## src/rtl/atmega_adc_pkg.sv

```systemverilog
// Shared register bit layout, conversion FSM encoding and default conversion lengths
// for the ATmega-style ADC controller.
package atmega_adc_pkg;

    localparam int unsigned ADEN_BIT  = 7;
    localparam int unsigned ADSC_BIT  = 6;
    localparam int unsigned ADATE_BIT = 5;
    localparam int unsigned ADIF_BIT  = 4;
    localparam int unsigned ADIE_BIT  = 3;
    localparam int unsigned ADLAR_BIT = 5;

    localparam int unsigned DEF_FIRST_CONV_TICKS = 25;
    localparam int unsigned DEF_CONV_TICKS       = 13;

    typedef enum logic [1:0] {
        StIdle  = 2'd0,
        StFirst = 2'd1,
        StConv  = 2'd2
    } adc_state_e;

    // ADPS=0 behaves like ADPS=1 (divide by 2); ADPS=7 yields the full 7-bit mask.
    function automatic logic [6:0] tick_mask(input logic [2:0] adps);
        logic [2:0] sh;
        sh = (adps == 3'd0) ? 3'd1 : adps;
        return (7'd1 << sh) - 7'd1;
    endfunction

endpackage

```

## src/rtl/atmega_adc_prescaler.sv

```systemverilog
// Free-running ADC clock prescaler: counts while enabled, held at zero otherwise,
// and flags one tick every 2^max(adps,1) clocks.
module atmega_adc_prescaler
    import atmega_adc_pkg::*;
(
    input  logic       clk_i,
    input  logic       rst_i,
    input  logic       en_i,
    input  logic [2:0] adps_i,
    output logic       tick_o
);

    logic [6:0] cnt_q;

    always_ff @(posedge clk_i or posedge rst_i) begin
        if (rst_i) begin
            cnt_q <= '0;
        end else if (en_i) begin
            cnt_q <= cnt_q + 7'd1;
        end else begin
            cnt_q <= '0;
        end
    end

    assign tick_o = en_i && ((cnt_q & tick_mask(adps_i)) == tick_mask(adps_i));

endmodule

```

## src/rtl/atmega_adc_ctrl.sv

```systemverilog
// ATmega-style ADC controller: I/O registers, conversion FSM, auto-trigger,
// result alignment with read lock, and interrupt flag handling.
module atmega_adc_ctrl
    import atmega_adc_pkg::*;
#(
    parameter int unsigned BUS_ADDR_DATA_LEN = 8,
    parameter int unsigned ADCL_ADDR         = 'h78,
    parameter int unsigned ADCH_ADDR         = 'h79,
    parameter int unsigned ADCSRA_ADDR       = 'h7A,
    parameter int unsigned ADCSRB_ADDR       = 'h7B,
    parameter int unsigned ADMUX_ADDR        = 'h7C,
    parameter int unsigned FIRST_CONV_TICKS  = DEF_FIRST_CONV_TICKS,
    parameter int unsigned CONV_TICKS        = DEF_CONV_TICKS
) (
    input  logic                         clk_i,
    input  logic                         rst_i,
    input  logic [BUS_ADDR_DATA_LEN-1:0] addr_i,
    input  logic                         wr_i,
    input  logic                         rd_i,
    input  logic [7:0]                   bus_i,
    output logic [7:0]                   bus_o,
    input  logic [9:0]                   sample_i,
    output logic                         sample_stb_o,
    input  logic                         trig_i,
    output logic                         int_o,
    input  logic                         int_ack_i
);

    localparam logic [BUS_ADDR_DATA_LEN-1:0] AddrAdcl   = BUS_ADDR_DATA_LEN'(ADCL_ADDR);
    localparam logic [BUS_ADDR_DATA_LEN-1:0] AddrAdch   = BUS_ADDR_DATA_LEN'(ADCH_ADDR);
    localparam logic [BUS_ADDR_DATA_LEN-1:0] AddrAdcsra = BUS_ADDR_DATA_LEN'(ADCSRA_ADDR);
    localparam logic [BUS_ADDR_DATA_LEN-1:0] AddrAdcsrb = BUS_ADDR_DATA_LEN'(ADCSRB_ADDR);
    localparam logic [BUS_ADDR_DATA_LEN-1:0] AddrAdmux  = BUS_ADDR_DATA_LEN'(ADMUX_ADDR);
    localparam logic [7:0] FirstLast = 8'(FIRST_CONV_TICKS - 1);
    localparam logic [7:0] ConvLast  = 8'(CONV_TICKS - 1);

    adc_state_e state_q, state_d;
    logic       aden_q, aden_d, adate_q, adate_d, adif_q, adif_d, adie_q, adie_d;
    logic [2:0] adps_q, adps_d, adts_q, adts_d;
    logic [7:0] admux_q, admux_d, adcl_q, adcl_d, adch_q, adch_d;
    logic       lock_q, lock_d, first_q, first_d, done_q, trig_q, trig_prev_q;
    logic [7:0] tick_cnt_q, tick_cnt_d, last_tick;
    logic       sel_adcl, sel_adch, sel_adcsra, sel_adcsrb, sel_admux, wr_adcsra;
    logic       trig_edge, auto_start, start, presc_en, tick, busy, done;

    assign sel_adcl   = (addr_i == AddrAdcl);
    assign sel_adch   = (addr_i == AddrAdch);
    assign sel_adcsra = (addr_i == AddrAdcsra);
    assign sel_adcsrb = (addr_i == AddrAdcsrb);
    assign sel_admux  = (addr_i == AddrAdmux);
    assign wr_adcsra  = wr_i && sel_adcsra;

    assign aden_d     = wr_adcsra ? bus_i[ADEN_BIT] : aden_q;
    assign trig_edge  = trig_q && !trig_prev_q;
    // Free-running mode restarts off the previous completion; other sources use the trigger edge.
    assign auto_start = adate_q && ((adts_q == 3'd0) ? done_q : trig_edge);
    assign start      = (state_q == StIdle) && aden_d &&
                        ((wr_adcsra && bus_i[ADSC_BIT]) || auto_start);
    // Prescaler restarts with each conversion so tick phase is fixed relative to the start.
    assign presc_en   = aden_q && !start;

    atmega_adc_prescaler u_prescaler (
        .clk_i  (clk_i),
        .rst_i  (rst_i),
        .en_i   (presc_en),
        .adps_i (adps_q),
        .tick_o (tick)
    );

    always_ff @(posedge clk_i or posedge rst_i) begin
        if (rst_i) begin
            state_q <= StIdle;
        end else begin
            state_q <= state_d;
        end
    end

    always_comb begin
        state_d = state_q;
        unique case (state_q)
            StIdle:         if (start) state_d = first_q ? StFirst : StConv;
            StFirst, StConv: if (!aden_q || done) state_d = StIdle;
            default:        state_d = StIdle;
        endcase
    end

    always_comb begin
        busy      = 1'b0;
        last_tick = ConvLast;
        unique case (state_q)
            StFirst: begin
                busy      = 1'b1;
                last_tick = FirstLast;
            end
            StConv:  busy = 1'b1;
            default: busy = 1'b0;
        endcase
        done         = busy && tick && (tick_cnt_q == last_tick);
        sample_stb_o = done;
    end

    always_comb begin
        adate_d    = adate_q;
        adie_d     = adie_q;
        adps_d     = adps_q;
        adts_d     = adts_q;
        admux_d    = admux_q;
        adif_d     = adif_q;
        adcl_d     = adcl_q;
        adch_d     = adch_q;
        lock_d     = lock_q;
        first_d    = first_q;
        tick_cnt_d = tick_cnt_q;
        if (wr_adcsra) begin
            adate_d = bus_i[ADATE_BIT];
            adie_d  = bus_i[ADIE_BIT];
            adps_d  = bus_i[2:0];
        end
        if (wr_i && sel_adcsrb) adts_d = bus_i[2:0];
        if (wr_i && sel_admux) admux_d = bus_i;
        if (rd_i && sel_adcl) begin
            lock_d = 1'b1;
        end else if (rd_i && sel_adch) begin
            lock_d = 1'b0;
        end
        if ((wr_adcsra && bus_i[ADIF_BIT]) || int_ack_i) adif_d = 1'b0;
        if (done) adif_d = 1'b1;
        if (done && !lock_q) begin
            if (admux_q[ADLAR_BIT]) begin
                adch_d = sample_i[9:2];
                adcl_d = {sample_i[1:0], 6'b0};
            end else begin
                adch_d = {6'b0, sample_i[9:8]};
                adcl_d = sample_i[7:0];
            end
        end
        if (!aden_d) begin
            first_d = 1'b1;
        end else if (start) begin
            first_d = 1'b0;
        end
        if (start) begin
            tick_cnt_d = '0;
        end else if (busy && tick) begin
            tick_cnt_d = tick_cnt_q + 8'd1;
        end
    end

    always_ff @(posedge clk_i or posedge rst_i) begin
        if (rst_i) begin
            aden_q      <= 1'b0;
            adate_q     <= 1'b0;
            adif_q      <= 1'b0;
            adie_q      <= 1'b0;
            adps_q      <= '0;
            adts_q      <= '0;
            admux_q     <= '0;
            adcl_q      <= '0;
            adch_q      <= '0;
            lock_q      <= 1'b0;
            first_q     <= 1'b1;
            tick_cnt_q  <= '0;
            done_q      <= 1'b0;
            trig_q      <= 1'b0;
            trig_prev_q <= 1'b0;
        end else begin
            aden_q      <= aden_d;
            adate_q     <= adate_d;
            adif_q      <= adif_d;
            adie_q      <= adie_d;
            adps_q      <= adps_d;
            adts_q      <= adts_d;
            admux_q     <= admux_d;
            adcl_q      <= adcl_d;
            adch_q      <= adch_d;
            lock_q      <= lock_d;
            first_q     <= first_d;
            tick_cnt_q  <= tick_cnt_d;
            done_q      <= done;
            trig_q      <= trig_i;
            trig_prev_q <= trig_q;
        end
    end

    assign int_o = adif_q && adie_q;

    always_comb begin
        bus_o = '0;
        if (rd_i) begin
            if (sel_adcl) begin
                bus_o = adcl_q;
            end else if (sel_adch) begin
                bus_o = adch_q;
            end else if (sel_adcsra) begin
                bus_o = {aden_q, busy, adate_q, adif_q, adie_q, adps_q};
            end else if (sel_adcsrb) begin
                bus_o = {5'b0, adts_q};
            end else if (sel_admux) begin
                bus_o = admux_q;
            end
        end
    end

endmodule

```

## config.mk

```make
export PLATFORM = sky130hd
export DESIGN_NAME = atmega_adc_ctrl
export DESIGN_NICKNAME = d
export VERILOG_FILES = /design/src/rtl/atmega_adc_pkg.sv /design/src/rtl/atmega_adc_prescaler.sv /design/src/rtl/atmega_adc_ctrl.sv
export SDC_FILE = /design/constraint.sdc
export NUM_CORES = 1
export LEC_CHECK = 0
export CAP_MARGIN = 20
export CORE_ASPECT_RATIO = 2
export CORE_MARGIN = 2
export CORE_UTILIZATION = 30
export DETAILED_ROUTE_END_ITERATION = 7
export GPL_ROUTABILITY_DRIVEN = 0
export PLACE_DENSITY = 0.59
export SYNTH_ARGS = -nofsm -noshare
export SYNTH_HDL_FRONTEND = slang
export SYNTH_SLANG_ARGS = --single-unit
```

## constraint.sdc

```tcl
create_clock -name clk_i -period 3.14 [get_ports clk_i]
set_input_delay 0.628 -clock clk_i [delete_from_list [all_inputs] [get_ports clk_i]]
set_output_delay 0.628 -clock clk_i [all_outputs]
set_load 0.02 [all_outputs]
```

==> impl_metrics.ini, run 1 <==
[clock_tree]
cts-root-buf = clkbuf_16
cts_max_level = 2
numCtsBuffers = 5
clkLatencyLatePin_ns = 0.30
cts_num_sinks = 56
max-clock-path-buffers = 2
path_clk_slew_ns = 0.07
postCtsHoldBufs = 0
cts_tree = built

[floorplanning]
io-pin-count = 42
die_area_um2 = 10600
die_y_um = 144
row_count = 51
start_util = 0.304
fp.dieW_um = 73.9
core_area_um2 = 9640

[worst_hold_path]
min_path_cells = 0
min_path_type = reg -> reg

[logic_synthesis]
async_flop_share = 1.00
synthSimpleGateAreaFrac = 0.217
syn_avg_cell_area_um2 = 9.96
synthMuxAreaShare = 0.0923
yosysUniqueCellTypes = 51
yosysMostFrequentCell = dfrtp_1
synth-compound-area-share = 0.132
synth-edff-count = 0
synth_xor_area_frac = 0.0269
yosysTopAreaCell = dfrtp_1
synthAdderAreaFrac = 0.0256
synth_top_family_by_area = simple AND/OR/NAND/NOR gates
yosysWarnings = 0
synth_ff_type = dfrtp_1
synth_area_leaders = dfrtp_1, mux2_2, nand2_1
synth_top_area_frac = 0.470
synth_nets = 332
ys_ff_latch = 56
synth_commonest_cells = dfrtp_1, nand2_1, nor2_1, mux2_2, o21ai_1
syn_area_um2 = 2930
ys_seq_area_frac = 0.479
synthCells = 294

[sta]
hold_viol = 0
final.period_utilization = 0.945
fmax_mhz = 337
slew_violations = 0
hold_ws_ns = 0.399
clock_skew_ns = 0.00880
period_needed_ns = 2.97
rsz0062_at_grt = no
setup_viol = 0

[worst_setup_path]
cp_slowest_cell = clkdlybuf4s50_1
crit_top_cell = buf_4
endpoint_kind = output pin
ff2ff_path_depth = 8
crit_arrival_ns = 2.34
startpoint_type = input port
worstPathMaxFanout = 5
worst-setup-path-type = in -> out
cp.required_ns = 2.51
path_cells = clkdlybuf4s50_1 -> nand4b_1 -> buf_4 -> buf_4 -> nor2_1 -> buf_4 -> a222oi_1 -> nor2b_1 -> clkbuf_2
slowest_delay_ns = 0.41

[global_routing]
grt_max_degree = 33
antenna_found_initial = 0
track_usage = 0.149
grt_overflow = 0
grt_pass1_vias = 2561
grt_pass1_wl_um = 12000

[power_and_ir_drop]
p_per_area_nw_per_um2 = 384
p_leak_nw = 1.65
ir_drop_v = 0.000191

[placed_design]
dp_cells = 481
placed_area_um2 = 3640
numPortBuffers = 41
hpwl_um = 5750

[detailed_routing]
ant_nets = 0
viasPerCell = 5.00
drt_pass1_iterations = 5
drt_wl_total_um = 7400
maxUsedRoutingLayer = met4
wl_met3_um = 262
drtIter0Drc = 147
wl_met1_um = 2710
vias = 2449
wl_met2_um = 4130
wl_per_cell_um = 15.1
route.detailed.drc = 0

[finish]
final_cells = 490
fin_area_um2 = 3770
final_nets = 395
antennaDiodeCount = 0
syn2layout_area_growth_pct = 28.6
n_fill_cell = 978
layout-drive-gt1-share = 0.179

[outcome]
status = completed

[job]
max_cap_viol_count = 0
[metrics by stage]
step | power, mW | util | worst slack [ns] | TNS (ns)
6_report | 1.45 | 0.391 | 0.174 | 0
2_1_floorplan | 0.818 | - | 0.466 | 0
3_3_place_gp | 0.896 | 0.378 | -0.200 | -1.22
3_5_place_dp | 0.898 | 0.378 | -0.209 | -1.15
5_1_grt | 1.50 | 0.391 | 0.0165 | 0
4_1_cts | 1.46 | 0.393 | 0.0261 | 0
[layout make-up]
class | instances | area [µm²] | share of cell area
Tap cell | 132 | 165 | 0.0438
Clock inverter | 3 | 22.5 | 0.00598
Multi-Input combinational cell | 219 | 1460 | 0.387
Inverter | 10 | 37.5 | 0.00996
Sequential cell | 56 | 1400 | 0.372
Clock buffer | 5 | 125 | 0.0332
Timing Repair Buffer | 65 | 557 | 0.148
[critical path: cells and delay by family]
| kind | cells | cell delay, ns |
|---|---|---|
| compound gates | 1 | 0.08 |
| buf+inv | 5 | 1.08 |
| simple gates | 3 | 0.53 |
[cells by family after synthesis]
family | Yosys count
xor gates and xnor gates | 9
adders and majority gates | 6
and+or+nand+nor | 121
buffers and inverters | 19
muxes | 25
DFF | 56
AOI/OAI and AO/OA | 57
other | 1
[sequential cells by signal (all words and copies together) (netlist names)]
name	cells
adcl_q	8
adie_q	1
lock_q	1
admux_q	8
trig_prev_q	1
adts_q	3
aden_q	1
state_q	2
adps_q	3
first_q	1
u_prescaler.cnt_q	7
adif_q	1
tick_cnt_q	8
adch_q	8
adate_q	1
done_q	1
trig_q	1
[cell usage in the layout, fill, tap and decap left out, types with 2 or more instances in the layout]
master,Yosys,layout
a222oi_1,5,5
and3_1,3,2
a21oi_1,6,6
o21ai_1,14,14
mux2_2,16,16
mux2i_1,9,9
dlygate4sd2_1,0,3
nand3_1,7,7
a22oi_1,4,4
nand4_1,4,4
clkbuf_2,0,6
clkbuf_16,0,5
nand2_1,35,35
nor2_1,28,28
nor2b_1,8,8
ha_1,6,6
inv_1,10,9
nor3b_1,3,3
xor2_1,6,6
o21ai_0,12,12
nor3_1,2,2
buf_4,0,24
nand3b_1,7,7
clkdlybuf4s50_1,0,32
a22o_1,6,6
xnor2_1,3,3
nand2b_1,10,10
dfrtp_1,55,55
[worst paths after layout]
check	startpoint	endpoint	slack (ns)
min in group asynchronous	rst_i	u_prescaler.cnt_q[6]$_DFF_PP0_	0.66
worst max-delay path	addr_i[7]	bus_o[3]	0.17
worst min register to register	trig_q$_DFF_PP0_	trig_prev_q$_DFF_PP0_	0.40
worst max register to register	adps_q[2]$_DFFE_PP0N_	tick_cnt_q[5]$_DFFE_PP0P_	0.67
worst min-delay path	trig_q$_DFF_PP0_	trig_prev_q$_DFF_PP0_	0.40
max in group asynchronous	rst_i	first_q$_DFFE_PP1P_	1.83
[per-layer routing]
metal  up-vias  track usage
met3        21       0.0245
met4         0       0.0871
met1      1196        0.153
met5         -            0
li1       1169            -
met2        63        0.271
[report_power, final]
part	internal, mW	switching, mW
combinational	0.0748	0.0655
clock	0.299	0.263
sequential	0.734	0.00918
[what timing repair did]
| action | 4_1_cts | 5_1_grt |
|---|---|---|
| endpoints found under the setup margin | 9 | 6 |
| buffers inserted | 0 | 1 |
| pin swaps | 1 | 2 |
| gates resized for setup | 11 | 12 |
No activity file was read; power rests on OpenSTA's default activity.
==> inputs of run 2 (changes only) <==
--- a/config.mk
+++ b/config.mk
@@ -16,2 +16,3 @@
 export SYNTH_HDL_FRONTEND = slang
 export SYNTH_SLANG_ARGS = --single-unit
+export TNS_END_PERCENT = 50
==> constraint.sdc (replaced) <==
create_clock -name clk_i -period 3.14 [get_ports clk_i]
set_input_delay 0.942 -clock clk_i [delete_from_list [all_inputs] [get_ports clk_i]]
set_output_delay 0.942 -clock clk_i [all_outputs]
set_load 0.02 [all_outputs]
==> run 2 against run 1 <==
Against the previous run:
- the flow now finishes with violations (negative setup slack)
- non-clock buffer count increased by 11
- flip-flop and latch count unchanged
- worst setup slack got worse by 0.26 ns
- core utilization increased by 2.5 points
- sequential share of layout area decreased by 2.3 points
- clock skew increased by 0.0058 ns
==> impl_metrics.ini, run 2 (synthesized netlist as in run 1, its figures left out) <==
[outcome]
status = finished with violations
failed_checks = negative setup slack

[power_and_ir_drop]
ir_drop_v = 0.000241
p_total_mw = 1.61
p_leak_nw = 1.77
p_per_area_nw_per_um2 = 401

[placed_design]
dp_cells = 491
placed_area_um2 = 3760
numPortBuffers = 41
hpwl_um = 5700
dp_slack_ns = -0.890

[clock_tree]
cts-root-buf = clkbuf_16
postCtsHoldBufs = 0
clkLatencyLatePin_ns = 0.31
cts_tree = built
cts_max_level = 2
numCtsBuffers = 5
max-clock-path-buffers = 2
cts_num_sinks = 56
path_clk_slew_ns = 0.07

[finish]
antennaDiodeCount = 0
post-route-util = 0.416
n_fill_cell = 939
final_cells = 501
layout_common_cells = dfrtp_1, nand2_1, buf_4
layout-drive-gt1-share = 0.260
mostFrequentLayoutCell = dfrtp_1
syn2layout_area_growth_pct = 37.0
final_nets = 406
fin_area_um2 = 4010

[sta]
period_needed_ns = 3.23
hold_viol = 0
relSlewSlack = 0.650
hold_ws_ns = 0.405
tns_ns = -0.104
clock_skew_ns = 0.0146
rsz0062_at_grt = yes
final.period_utilization = 1.03
worst_pin_slew_ns = 0.524
slew_violations = 0
fin_ws_ns = -0.0866
fmax_mhz = 310
setup_viol = 4

[floorplanning]
io-pin-count = 42
row_count = 51
core_area_um2 = 9640
die_area_um2 = 10600
start_util = 0.304
fp.dieW_um = 73.9
die_y_um = 144

[worst_setup_path]
slowest_delay_ns = 0.26
path_cells = buf_6 -> nand4b_1 -> buf_4 -> nor4_4 -> buf_4 -> buf_4 -> a222oi_1 -> nor2b_2 -> buf_6
worst-setup-path-type = in -> out
cp_top_family = buffers and inverters
crit_top_cell = buf_4
endpoint_kind = output pin
worstPathMaxFanout = 5
cp_num_buf_inv = 5
cp_slowest_cell = nand4b_1
crit_arrival_ns = 2.28
startpoint_type = input port
cp.required_ns = 2.20

[detailed_routing]
drt_wl_total_um = 7380
drtIter0Drc = 99
vias = 2412
ant_nets = 0
drt_pass1_iterations = 7
wl_per_cell_um = 14.7
route.detailed.drc = 0
viasPerCell = 4.81

[job]
max_cap_viol_count = 0

[global_routing]
antenna_found_initial = 0
track_usage = 0.153
grt_pass1_wl_um = 12400
grt_max_degree = 34
grt_overflow = 0
grt_pass1_vias = 2608

[worst_hold_path]
min_path_type = reg -> reg
==> run 2: changes by cell type in the layout (fill, tap and decap cells not counted), sizes merged, moves of 2 or more <==
cell           change
clkbuf             -3
bufinv             +2
clkdlybuf4s50      -9
dlygate4sd2        -2
clkinv             -2
buf               +25
==> run 2: final cells by class <==
type,count,area [µm²],share of cell area
Clock buffer,6,129,0.0321
Clock inverter,2,60.1,0.0150
Inverter,10,37.5,0.00935
Multi-Input combinational cell,219,1520,0.379
Sequential cell,56,1400,0.350
Tap cell,132,165,0.0412
Timing Repair Buffer,76,696,0.173
==> run 2: power breakdown <==
group / internal [mW] / switching, mW / total [mW]
clock network: 0.458 / 0.260 / 0.718
registers: 0.734 / 0.00802 / 0.742
logic: 0.0802 / 0.0685 / 0.149
total: 1.27 / 0.336 / 1.61
==> run 2: timing repair <==
action | in CTS | in global routing
pin swaps | 21 | 1
setup buffers | 4 | 0
resized for setup | 79 | 17
setup endpoints to repair | 9 | 9
==> run 2: final timing paths <==
| check | slack [ns] | depth (start not counted) | end | from |
|---|---|---|---|---|
| setup reg to reg | 0.63 | 9 | tick_cnt_q[7]$_DFFE_PP0P_ | adps_q[2]$_DFFE_PP0N_ |
| min in group asynchronous | 1.01 | 2 | done_q$_DFF_PP0_ | rst_i |
| hold reg to reg | 0.40 | 0 | trig_prev_q$_DFF_PP0_ | trig_q$_DFF_PP0_ |
| setup / recovery | -0.09 | 9 | bus_o[3] | addr_i[7] |
| max in group asynchronous | 1.51 | 3 | first_q$_DFFE_PP1P_ | rst_i |
| hold / removal | 0.40 | 0 | trig_prev_q$_DFF_PP0_ | trig_q$_DFF_PP0_ |
==> run 2: layer usage <==
metal / up-vias / part of all wire / global-route usage
met5: - / 0 / 0
li1: 1191 / - / -
met4: 0 / 0.038 / 0.0823
met2: 47 / 0.54 / 0.266
met3: 17 / 0.032 / 0.0273
met1: 1157 / 0.39 / 0.172
==> inputs of run 3 (changes only) <==
GPL_ROUTABILITY_DRIVEN = 1   (was 0)
==> run 3 against run 2 <==
Against the previous run:
- flip-flop and latch count stayed put
- clock-buffer cell count shrank 1
- critical path depth shrank 2
- worst hold slack improved by 0.0080 ns
- core utilization up 0.35 points
- clock power decreased by 22%
- non-clock buffer count grew 2
- die area unchanged
- sequential share of layout area is 0.29 points lower
- the run now ends clean
- combinational power up 5%
- fmax is 3.4% higher
- worst setup slack improved by 0.11 ns
==> impl_metrics.ini, run 3 (synthesized netlist as in run 1, its figures left out) <==
[outcome]
status = completed

[worst_setup_path]
worstPathMaxFanout = 5
startpoint_type = input port
endpoint_kind = output pin
path_cells = buf_2 -> nor2b_2 -> buf_6 -> a22o_1 -> a222oi_1 -> nor2b_2 -> buf_6
worst-setup-path-type = in -> out
cp_num_buf_inv = 3
slowest_delay_ns = 0.35
cp.required_ns = 2.20
cp_slowest_cell = a222oi_1
cp_top_family = compound AO/OA/AOI/OAI gates
crit_arrival_ns = 2.18

[global_routing]
antenna_found_initial = 0
track_usage = 0.150
grt_pass1_vias = 2546
grt_overflow = 0
grt_pass1_wl_um = 12100
grt_max_degree = 33

[clock_tree]
max-clock-path-buffers = 2
numCtsBuffers = 5
clkLatencyLatePin_ns = 0.30
cts_num_sinks = 56
path_clk_slew_ns = 0.07
cts_tree = built
cts_max_level = 2
cts-root-buf = clkbuf_16

[detailed_routing]
drtIter0Drc = 86
route.detailed.drc = 0
ant_nets = 0
viasPerCell = 4.81
drt_pass1_iterations = 4
wl_per_cell_um = 14.5
drt_wl_total_um = 7320
vias = 2421

[sta]
final.period_utilization = 0.994
hold_viol = 0
setup_viol = 0
clock_skew_ns = 0.00585
slew_violations = 0
fin_ws_ns = 0.0195
worst_pin_slew_ns = 0.537
fmax_mhz = 320
relSlewSlack = 0.642
rsz0062_at_grt = yes
hold_ws_ns = 0.413
period_needed_ns = 3.12

[power_and_ir_drop]
p_leak_nw = 1.75
p_per_area_nw_per_um2 = 360
p_total_mw = 1.46
ir_drop_v = 0.000204

[worst_hold_path]
min_path_type = reg -> reg

[finish]
fin_area_um2 = 4050
syn2layout_area_growth_pct = 38.1
antennaDiodeCount = 0
final_nets = 408
final_cells = 503
layout_common_cells = dfrtp_1, nand2_1, buf_4
layout-drive-gt1-share = 0.283
mostFrequentLayoutCell = dfrtp_1

[floorplanning]
fp.dieW_um = 73.9
row_count = 51
core_area_um2 = 9640
start_util = 0.304
die_area_um2 = 10600
io-pin-count = 42
die_y_um = 144

[placed_design]
hpwl_um = 5680
numPortBuffers = 41
place_congestion = 0.841
dp_slack_ns = -0.822
dp_cells = 491
placed_area_um2 = 3760

[job]
max_cap_viol_count = 0
## run 3: changes by cell type in the layout (fill, tap and decap cells not counted), moves of 2 or more
cell,before,now
buf_4,34,29
buf_2,1,5
nor2_4,1,4
a22oi_1,3,1
a22oi_2,1,3
bufinv_16,2,0
clkdlybuf4s15_1,0,2
clkinvlp_4,0,2
nor2_1,26,24
## run 3: routing by layer
layer	wire, µm	up-vias	part of all wire	track usage
met5	0	-	0	0
met4	293	0	0.040	0.0842
met2	3990	57	0.55	0.267
li1	-	1193	-	-
met1	2790	1153	0.38	0.166
met3	236	18	0.032	0.0175
## run 3: final cells by class
type                    instances  area [µm²]
multi-input cells             219        1580
repair buffers                 78         714
well taps                     132         165
fillers                       950        5590
clock buffers                   5         125
clock inverters                 3        23.8
inverters                      10        37.5
flip-flops and latches         56        1400
## run 3: worst paths after layout
check,start,endpoint,slack (ns),cells after the start
worst max register to register,adps_q[2]$_DFFE_PP0N_,tick_cnt_q[7]$_DFFE_PP0P_,0.54,10
min in group asynchronous,rst_i,tick_cnt_q[2]$_DFFE_PP0P_,1.01,2
worst min-delay path,trig_q$_DFF_PP0_,trig_prev_q$_DFF_PP0_,0.41,0
worst min register to register,trig_q$_DFF_PP0_,trig_prev_q$_DFF_PP0_,0.41,0
max in group asynchronous,rst_i,first_q$_DFFE_PP1P_,1.51,3
worst max-delay path,addr_i[2],bus_o[3],0.02,7
## run 3: per-stage QoR
stage               setup TNS (ns)  utilization
floorplan                        0            -
global placement             -6.75        0.390
detailed placement           -6.68        0.390
CTS                              0        0.415
global route                -0.192        0.420
finish                           0        0.420
## run 3: what timing repair did
| item | in CTS | in global routing |
|---|---|---|
| gates cloned | 0 | 0 |
| buffers inserted | 5 | 1 |
| resized for setup | 90 | 14 |
| pin swaps | 14 | 11 |
| endpoints found under the setup margin | 9 | 8 |
| hold buffers | 0 | 0 |
## run 3: worst reg2reg max path, cell delays in order (launching register included)
cell,delay [ns]
dfrtp_1,0.37
or2_2,0.32
ha_4,0.28
o2111ai_4,0.13
nor4b_4,0.27
nand2_2,0.12
buf_4,0.15
buf_4,0.12
buf_4,0.13
or4_1,0.49
a21oi_1,0.16
## run 3: report_power, final
| group | switching (mW) | total [mW] | leakage (nW) | internal (mW) |
|---|---|---|---|---|
| combinational | 0.0720 | 0.156 | 0.917 | 0.0843 |
| clock | 0.260 | 0.557 | 0.0660 | 0.297 |
| sequential | 0.00903 | 0.743 | 0.771 | 0.734 |
